## src/rtl/current_mirror_cfg_ctrl.sv

```systemverilog
// Soft-start/soft-stop sequencer and round-robin reconfiguration arbiter for the 2-bit current mirror code.
// Optional macro CM_CTRL_STAT_EN adds the reconf_cnt statistics output.
module current_mirror_cfg_ctrl #(
    parameter int          HOLD_CYC     = 16,
    parameter int          CNT_W        = 8,
    parameter logic [1:0]  DEFAULT_CODE = 2'b01
) (
    input  logic       clk,
    input  logic       rst,
    input  logic       en,
    input  logic [1:0] req,
    input  logic [1:0] req_code0,
    input  logic [1:0] req_code1,
    output logic [1:0] gnt,
    output logic [1:0] cfg_mirr,
    output logic       busy,
    output logic       settled,
    output logic       done
`ifdef CM_CTRL_STAT_EN
    ,
    output logic [7:0] reconf_cnt
`endif
);

    typedef enum logic [1:0] {
        ST_OFF     = 2'd0,
        ST_RAMP    = 2'd1,
        ST_RAMPDN  = 2'd2,
        ST_SETTLED = 2'd3
    } state_t;

    localparam logic [CNT_W-1:0] LAST_CNT = CNT_W'(HOLD_CYC - 1);

    state_t           state_r, state_s;
    logic [1:0]       cfg_r, cfg_s;
    logic [1:0]       tgt_r, tgt_s;
    logic [CNT_W-1:0] cnt_r, cnt_s;
    logic             ptr_r, ptr_s;
    logic             pend_r, pend_s;
    logic [1:0]       gnt_r, gnt_s;
    logic             done_r, done_s;
    logic             busy_r, settled_r;
    logic             win_s;
    logic [1:0]       win_code_s;

    // Next-state, dwell timing, stepping and arbitration
    always_comb begin
        state_s    = state_r;
        cfg_s      = cfg_r;
        tgt_s      = tgt_r;
        cnt_s      = cnt_r;
        ptr_s      = ptr_r;
        pend_s     = 1'b0;
        gnt_s      = 2'b00;
        done_s     = 1'b0;
        win_s      = (req[0] && (!req[1] || !ptr_r)) ? 1'b0 : 1'b1;
        win_code_s = win_s ? req_code1 : req_code0;
        case (state_r)
            ST_OFF: begin
                cnt_s = {CNT_W{1'b0}};
                if (en) begin
                    state_s = ST_RAMP;
                    tgt_s   = DEFAULT_CODE;
                end else begin
                    tgt_s   = 2'b00;
                end
            end
            ST_RAMP, ST_RAMPDN: begin
                if ((state_r == ST_RAMP) && !en) begin
                    state_s = ST_RAMPDN;
                    tgt_s   = 2'b00;
                    cnt_s   = {CNT_W{1'b0}};
                end else if ((state_r == ST_RAMPDN) && en) begin
                    state_s = ST_RAMP;
                    tgt_s   = DEFAULT_CODE;
                    cnt_s   = {CNT_W{1'b0}};
                end else if (cnt_r == LAST_CNT) begin
                    cnt_s = {CNT_W{1'b0}};
                    if (cfg_r != tgt_r) begin
                        cfg_s = (cfg_r < tgt_r) ? cfg_r + 2'd1 : cfg_r - 2'd1;
                    end else if (state_r == ST_RAMP) begin
                        state_s = ST_SETTLED;
                        done_s  = 1'b1;
                    end else begin
                        state_s = ST_OFF;
                    end
                end else begin
                    cnt_s = cnt_r + {{(CNT_W-1){1'b0}}, 1'b1};
                end
            end
            ST_SETTLED: begin
                if (!en) begin
                    state_s = ST_RAMPDN;
                    tgt_s   = 2'b00;
                    cnt_s   = {CNT_W{1'b0}};
                end else if (pend_r) begin
                    // same-code grant completes one cycle later, never alongside a grant
                    done_s = 1'b1;
                end else if (req != 2'b00) begin
                    gnt_s = win_s ? 2'b10 : 2'b01;
                    ptr_s = ~win_s;
                    tgt_s = win_code_s;
                    if (win_code_s != cfg_r) begin
                        state_s = ST_RAMP;
                        cnt_s   = {CNT_W{1'b0}};
                    end else begin
                        pend_s  = 1'b1;
                    end
                end else begin
                    pend_s = 1'b0;
                end
            end
            default: begin
                state_s = ST_OFF;
                cfg_s   = 2'b00;
                tgt_s   = 2'b00;
                cnt_s   = {CNT_W{1'b0}};
            end
        endcase
    end

    // State and registered output update
    always_ff @(posedge clk or posedge rst) begin
        if (rst) begin
            state_r   <= ST_OFF;
            cfg_r     <= 2'b00;
            tgt_r     <= 2'b00;
            cnt_r     <= {CNT_W{1'b0}};
            ptr_r     <= 1'b0;
            pend_r    <= 1'b0;
            gnt_r     <= 2'b00;
            done_r    <= 1'b0;
            busy_r    <= 1'b0;
            settled_r <= 1'b0;
        end else begin
            state_r   <= state_s;
            cfg_r     <= cfg_s;
            tgt_r     <= tgt_s;
            cnt_r     <= cnt_s;
            ptr_r     <= ptr_s;
            pend_r    <= pend_s;
            gnt_r     <= gnt_s;
            done_r    <= done_s;
            busy_r    <= (state_s == ST_RAMP) || (state_s == ST_RAMPDN);
            settled_r <= (state_s == ST_SETTLED);
        end
    end

`ifdef CM_CTRL_STAT_EN
    logic [7:0] reconf_cnt_r;

    // A grant that leaves SETTLED for RAMP is exactly a grant with a differing code
    always_ff @(posedge clk or posedge rst) begin
        if (rst) begin
            reconf_cnt_r <= 8'd0;
        end else if ((gnt_s != 2'b00) && (state_s == ST_RAMP) && (reconf_cnt_r != 8'hFF)) begin
            reconf_cnt_r <= reconf_cnt_r + 8'd1;
        end else begin
            reconf_cnt_r <= reconf_cnt_r;
        end
    end

    assign reconf_cnt = reconf_cnt_r;
`endif

    assign gnt      = gnt_r;
    assign cfg_mirr = cfg_r;
    assign busy     = busy_r;
    assign settled  = settled_r;
    assign done     = done_r;

endmodule

```

## config.mk

```make
export PLATFORM = sky130hd
export DESIGN_NAME = current_mirror_cfg_ctrl
export DESIGN_NICKNAME = d
export VERILOG_FILES = /design/src/rtl/current_mirror_cfg_ctrl.sv
export SDC_FILE = /design/constraint.sdc
export NUM_CORES = 1
export LEC_CHECK = 0
export CAP_MARGIN = 20
export CORE_AREA = 2 2 89 48
export DETAILED_ROUTE_END_ITERATION = 8
export DIE_AREA = 0 0 91 50
export HOLD_SLACK_MARGIN = 0.12
export PLACE_DENSITY = 0.63
export SLEW_MARGIN = 0
export SYNTH_ARGS = -nofsm -noshare
export SYNTH_HDL_FRONTEND = slang
export SYNTH_SLANG_ARGS = --single-unit
```

## constraint.sdc

```tcl
create_clock -name clk -period 2 [get_ports clk]
set_input_delay 0.4 -clock clk [delete_from_list [all_inputs] [get_ports clk]]
set_output_delay 0.4 -clock clk [all_outputs]
set_load 0.01 [all_outputs]
```

# Word-level counts from Yosys, hierarchy flattened
# Cells that the tools add are included.
# totals
ff_bits	21
in_bits	9
output_inout_bits	7
elab_cells	91
# op_classes
add_sub_neg	3
magnitude_cmp	1
n_eq_ne	13
mux	46
bitwise_logic	3
reduce_logical	15
# ops
cell	count
$mux W8	7
$mux W2	22
$pmux W8 S3	1
$mux W1	13
$ne A3 B3 Y1 const B	4
$pmux W2 S3	2
$add A8 B1 Y8 const B	1
$eq A2 B2 Y1 const B	4
$eq A8 B4 Y1 const B	1
$reduce_and A3 Y1	2
$reduce_and A5 Y1	1
$eq A2 B1 Y1 const B	2
$ne A2 B2 Y1	2
$reduce_and A4 Y1	1
$logic_and A1 B1 Y1	3
$logic_not A1 Y1	3
$not A1 Y1	3
$add A2 B1 Y2 const B	1
$logic_not A2 Y1	1
$logic_or A1 B1 Y1	2
$lt A2 B2 Y1	1
$pmux W1 S2	1
$reduce_bool A2 Y1	1
$reduce_or A2 Y1	1
$sub A2 B1 Y2 const B	1

# Longest topological paths before layout
# logic_depth
ltp_word	12
depth_mapped	9
ltp_nobuf	8

# Least setup slack after synthesis
# OpenSTA, ideal clock, no wires.
# synth_path
path_kind	register -> register
from	register cfg_r[0] (netlist: cfg_mirr[0])
to	register busy_r (netlist: busy)
arrival_time_ns	1.867
required_time_ns	1.874
slack_ns	0.007
stages_incl_launch_ff	8
cell_sequence	dfrtp_1 clkinv_1 ha_1 nand4_1 mux2i_1 a221o_1 o31ai_1 ha_1
# synth_between
elab_chain_len	8
word_cells_on_any_way	14
# synth_rtl
item	line_no	rtl
start, declared	35	logic [1:0] cfg_r, cfg_s;
start signal, assigned	137	cfg_r <= cfg_s;
$ne A2 B2 Y1 (on tied branches)	103, 79	
$mux W2 (on tied branches)	103, 79	
$mux W2 (on tied branches)	99, 77	
$mux W2 (on tied branches)	96, 73	
$mux W2 (on tied branches)	92, 69	
$pmux W2 S3 *	58	case (state_r)
$eq A2 B1 Y1 or $eq A2 B2 Y1 (tied branches)	144	busy_r <= (state_s == ST_RAMP) || (state_s == ST_RAMPDN);
$logic_or A1 B1 Y1 *	144	
end signal, assigned	144	
end, declared	42	logic busy_r, settled_r;
# Mark *: on every way between the ends. The rest lies on a longest branch, timed or not.
# A chain may end at the register's enable or synchronous reset.

# Worst setup path after layout
# layout_path
from	register ptr_r
to	register busy_r (netlist: busy)
# layout_between
elab_chain_len	12
word_cells_on_any_way	13
# layout_rtl
item	line_no	rtl
start, declared	38	logic ptr_r, ptr_s;
start signal, assigned	140	ptr_r <= ptr_s;
$logic_not A1 Y1 *	56	win_s = (req[0] && (!req[1] || !ptr_r)) ? 1'b0 : 1'b1;
$logic_or A1 B1 Y1 *	56	
$logic_and A1 B1 Y1 *	56	
$mux W2 *	57	win_code_s = win_s ? req_code1 : req_code0;
$ne A2 B2 Y1 *	103	if (win_code_s != cfg_r) begin
$mux W2 *	103	
$mux W2 *	99	end else if (req != 2'b00) begin
$mux W2 *	96	end else if (pend_r) begin
$mux W2 *	92	if (!en) begin
$pmux W2 S3 *	58	
via state_s[1]	34	state_t state_r, state_s;
$eq A2 B1 Y1 or $eq A2 B2 Y1 (tied branches)	144	
$logic_or A1 B1 Y1 *	144	
# The timed path passes the listed nets; every way through them passes the cells marked *.

==> run summary <==
WP depth: 7
Post-Layout Cell Count: 231
GPL Wtd Cong: 0.818
Worst Reg-to-Reg Cells: 7
FF+latch area: 526 um2
CTS tree: done
met3 usage: 0.0428
Hold-fix buffers, CTS: 0
io pins: 16
fmax: 0.496 GHz
Final setup viols: 1
RSZ-0062 raised after global routing: yes
routed wire length: 3060 um
initial antenna violation count: 0
Starting Density: 0.337
Crit. End Element: register
worst-margin pin slew: 0.320 ns
EDFF count, synth: 0
TritonCTS buffer count: 3
clk buf depth: 2
Die Wd: 91 um
GR met2 Demand/Resource: 0.212
CP max-delay cell: dfrtp_1
Layout area overhead: 41.2%
Post-Synthesis Cell Area: 0.00127 mm2
footprint of the multi-input gates: 743 um2
Seq cells post-synth: 21
met1 GRT Util: 0.204
Diodes inserted: 0
synth top area cells: dfrtp_1, ha_1, a22o_1, nand2_1, nor2_1
core area: 0.00376 mm2
fillers: 366
htree depth: 1
Post-Syn Area per Cell: 9.69 um2
number of max-cap violations: 0
# clock sinks: 21
row cnt: 16
Slew Viols, Final: 0
root buf cell: clkbuf_8
Initial DRC Count: 49
top_reg_cell synth: dfrtp_1
post-detail-place hpwl: 2390 um
global route total overflow: 0
largest net degree at the start of global routing: 22
FFs w/ async S/R, synth: 1.00
Final Power: 2.02 mW
clock latency on the worst-skew pair: 0.26 ns
Ys Warns: 0
area leader, netlist: dfrtp_1
final hold violation count: 0
layout cells sized above 1: 0.277
vias in the first global route: 1078
Worst EP arrival: 2.16 ns
Top delay family on crit path: compound AO/OA/AOI/OAI gates
Nets: 195
Setup Skew: 0.0102 ns
count leader, synth: dfrtp_1
Hold Path Class: input port to async pin
Routed WL per cell: 13.3 um
worst endpoint required time: 2.14 ns
Netlist cell types: 39
most used routing layer: met2
vias: 1134
r2r setup slk: -0.02 ns
number of port buffers: 15
R2R Path End: busy
relative slew slack: 0.785
placed cell count: 224
CTS clk-pin slew, worst paths: 0.08 ns
drt pass-1 iters: 4
Leak Pwr: 0.835 nW
first-pass GRT wire length: 5070 um
PwrDens: 1130 mW/mm2
fin crit share: 1.01
CP Launch Point: ptr_r
WP buf/inv: 0
Final ANT Viol Nets: 0
die extent in y: 50 um
top cell type's share of synthesized area: 0.414
worst path cell trace: a21boi_4 -> mux2i_4 -> xnor2_2 -> a21oi_4 -> o22ai_1 -> o2bb2ai_2 -> ha_1
vias per cell: 4.91
Max rail drop VDD: 0.000557 V
Post-Syn Instances: 131
Final Worst Setup Slack: -0.0170 ns
Critical R2R Launch: ptr_r
Critical Path End: busy
post-synthesis net count: 148
die area: 0.00455 mm2
max incr delay on CP: 0.43 ns
Commonest cells post-synth: dfrtp_1, nand2_1, nor2_1
Hold WS: 0.465 ns
status: complete, but fails checks
Tot GR Track Use: 0.141
critical path class: register to register
final worst path period need: 2.02 ns
worst-path fanout max: 4
post-route DRC violation count: 0
Seq/Total Area, Yosys: 0.414
Setup crit start kind: register
failing checks: negative setup slack
==> cell type report <==
type / instances / share of cell area
inverter: 10 / 0.0209
multi-input combinational: 97 / 0.415
timing repair buffer: 45 / 0.208
sequential: 21 / 0.293
clock inverter: 1 / 0.00279
clock buffer: 3 / 0.0230
tap: 54 / 0.0377
==> cells in the final DEF, fill, tap and decap left out, types with 2 or more instances in the layout <==
master / count
buf_4: 30
dfrtp_1: 21
nand2_1: 13
clkdlybuf4s50_1: 13
nor2_1: 10
inv_1: 9
ha_1: 8
a21oi_1: 7
a22o_1: 6
o21ai_0: 5
o22ai_1: 4
mux2i_1: 3
nand3_1: 3
xnor2_1: 3
clkbuf_8: 3
mux2i_4: 2
or2_1: 2
nor2_2: 2
nor2b_1: 2
nand4_1: 2
a21o_1: 2
nor3_1: 2
dlygate4sd2_1: 2
==> per-stage QoR <==
| stage | utilization | area (um2) | setup TNS, ns | setup WS, ns |
|---|---|---|---|---|
| detailed placement | 0.446 | 1680 | -4.60 | -0.495 |
| global placement | 0.446 | 1680 | -3.89 | -0.428 |
| global route | 0.476 | 1790 | -0.564 | -0.101 |
| floorplan | - | 1270 | 0 | 0.00744 |
| finish | 0.476 | 1790 | -0.0170 | -0.0170 |
| CTS | 0.467 | 1760 | -0.0819 | -0.0607 |
==> sequential cells by signal, indices dropped and copies added (netlist names) <==
| register | count |
|---|---|
| settled | 1 |
| state_r | 2 |
| tgt_r | 2 |
| gnt | 2 |
| ptr_r | 1 |
| busy | 1 |
| done | 1 |
| cfg_mirr | 2 |
| pend_r | 1 |
| cnt_r | 8 |
==> layer usage <==
layer	wire, um	share of wire
met3	148	0.048
met2	1280	0.42
met1	1620	0.53
met5	0	0
met4	12	0.0039
==> kinds of logic (layout without fill, tap and decap cells) <==
| kind of cell | count (synthesis) | in the layout | synth area share |
|---|---|---|---|
| xor+xnor | 5 | 5 | 0.0463 |
| buf+inv | 13 | 59 | 0.0384 |
| mux | 6 | 6 | 0.0542 |
| fa+ha+maj | 8 | 8 | 0.0788 |
| flops | 21 | 21 | 0.414 |
| compound gates | 38 | 38 | 0.225 |
| simple gates | 40 | 40 | 0.144 |
==> power by group <==
| part | internal (mW) | switching (mW) | leakage, nW |
|---|---|---|---|
| registers | 0.505 | 0.0490 | 0.280 |
| clock network | 0.139 | 0.143 | 0.0255 |
| logic | 0.568 | 0.617 | 0.530 |
==> timing repair <==
action                                  CTS  global route
gates resized for setup                   5             6
setup buffers                             2             1
endpoints found under the setup margin   10            10
pin swaps                                 5             5
==> how the worst min path moves through the flow <==
stage / slack (ns) / from / depth (start not counted) / endpoint
3_3_place_gp: 0.50 / tgt_r[0] / 1 / tgt_r[0]
2_1_floorplan: 0.38 / rst / 1 / busy
3_5_place_dp: 0.50 / pend_r / 1 / gnt[0]
4_1_cts: 0.48 / rst / 3 / gnt[1]
5_1_grt: 0.51 / rst / 3 / gnt[1]
6_report: 0.46 / rst / 3 / gnt[1]
==> tightest hold or removal path: stages <==
cell             delay [ns]
clkdlybuf4s50_1        0.40
inv_1                  0.05
buf_4                  0.27
Power figures use the tool's default switching activity.
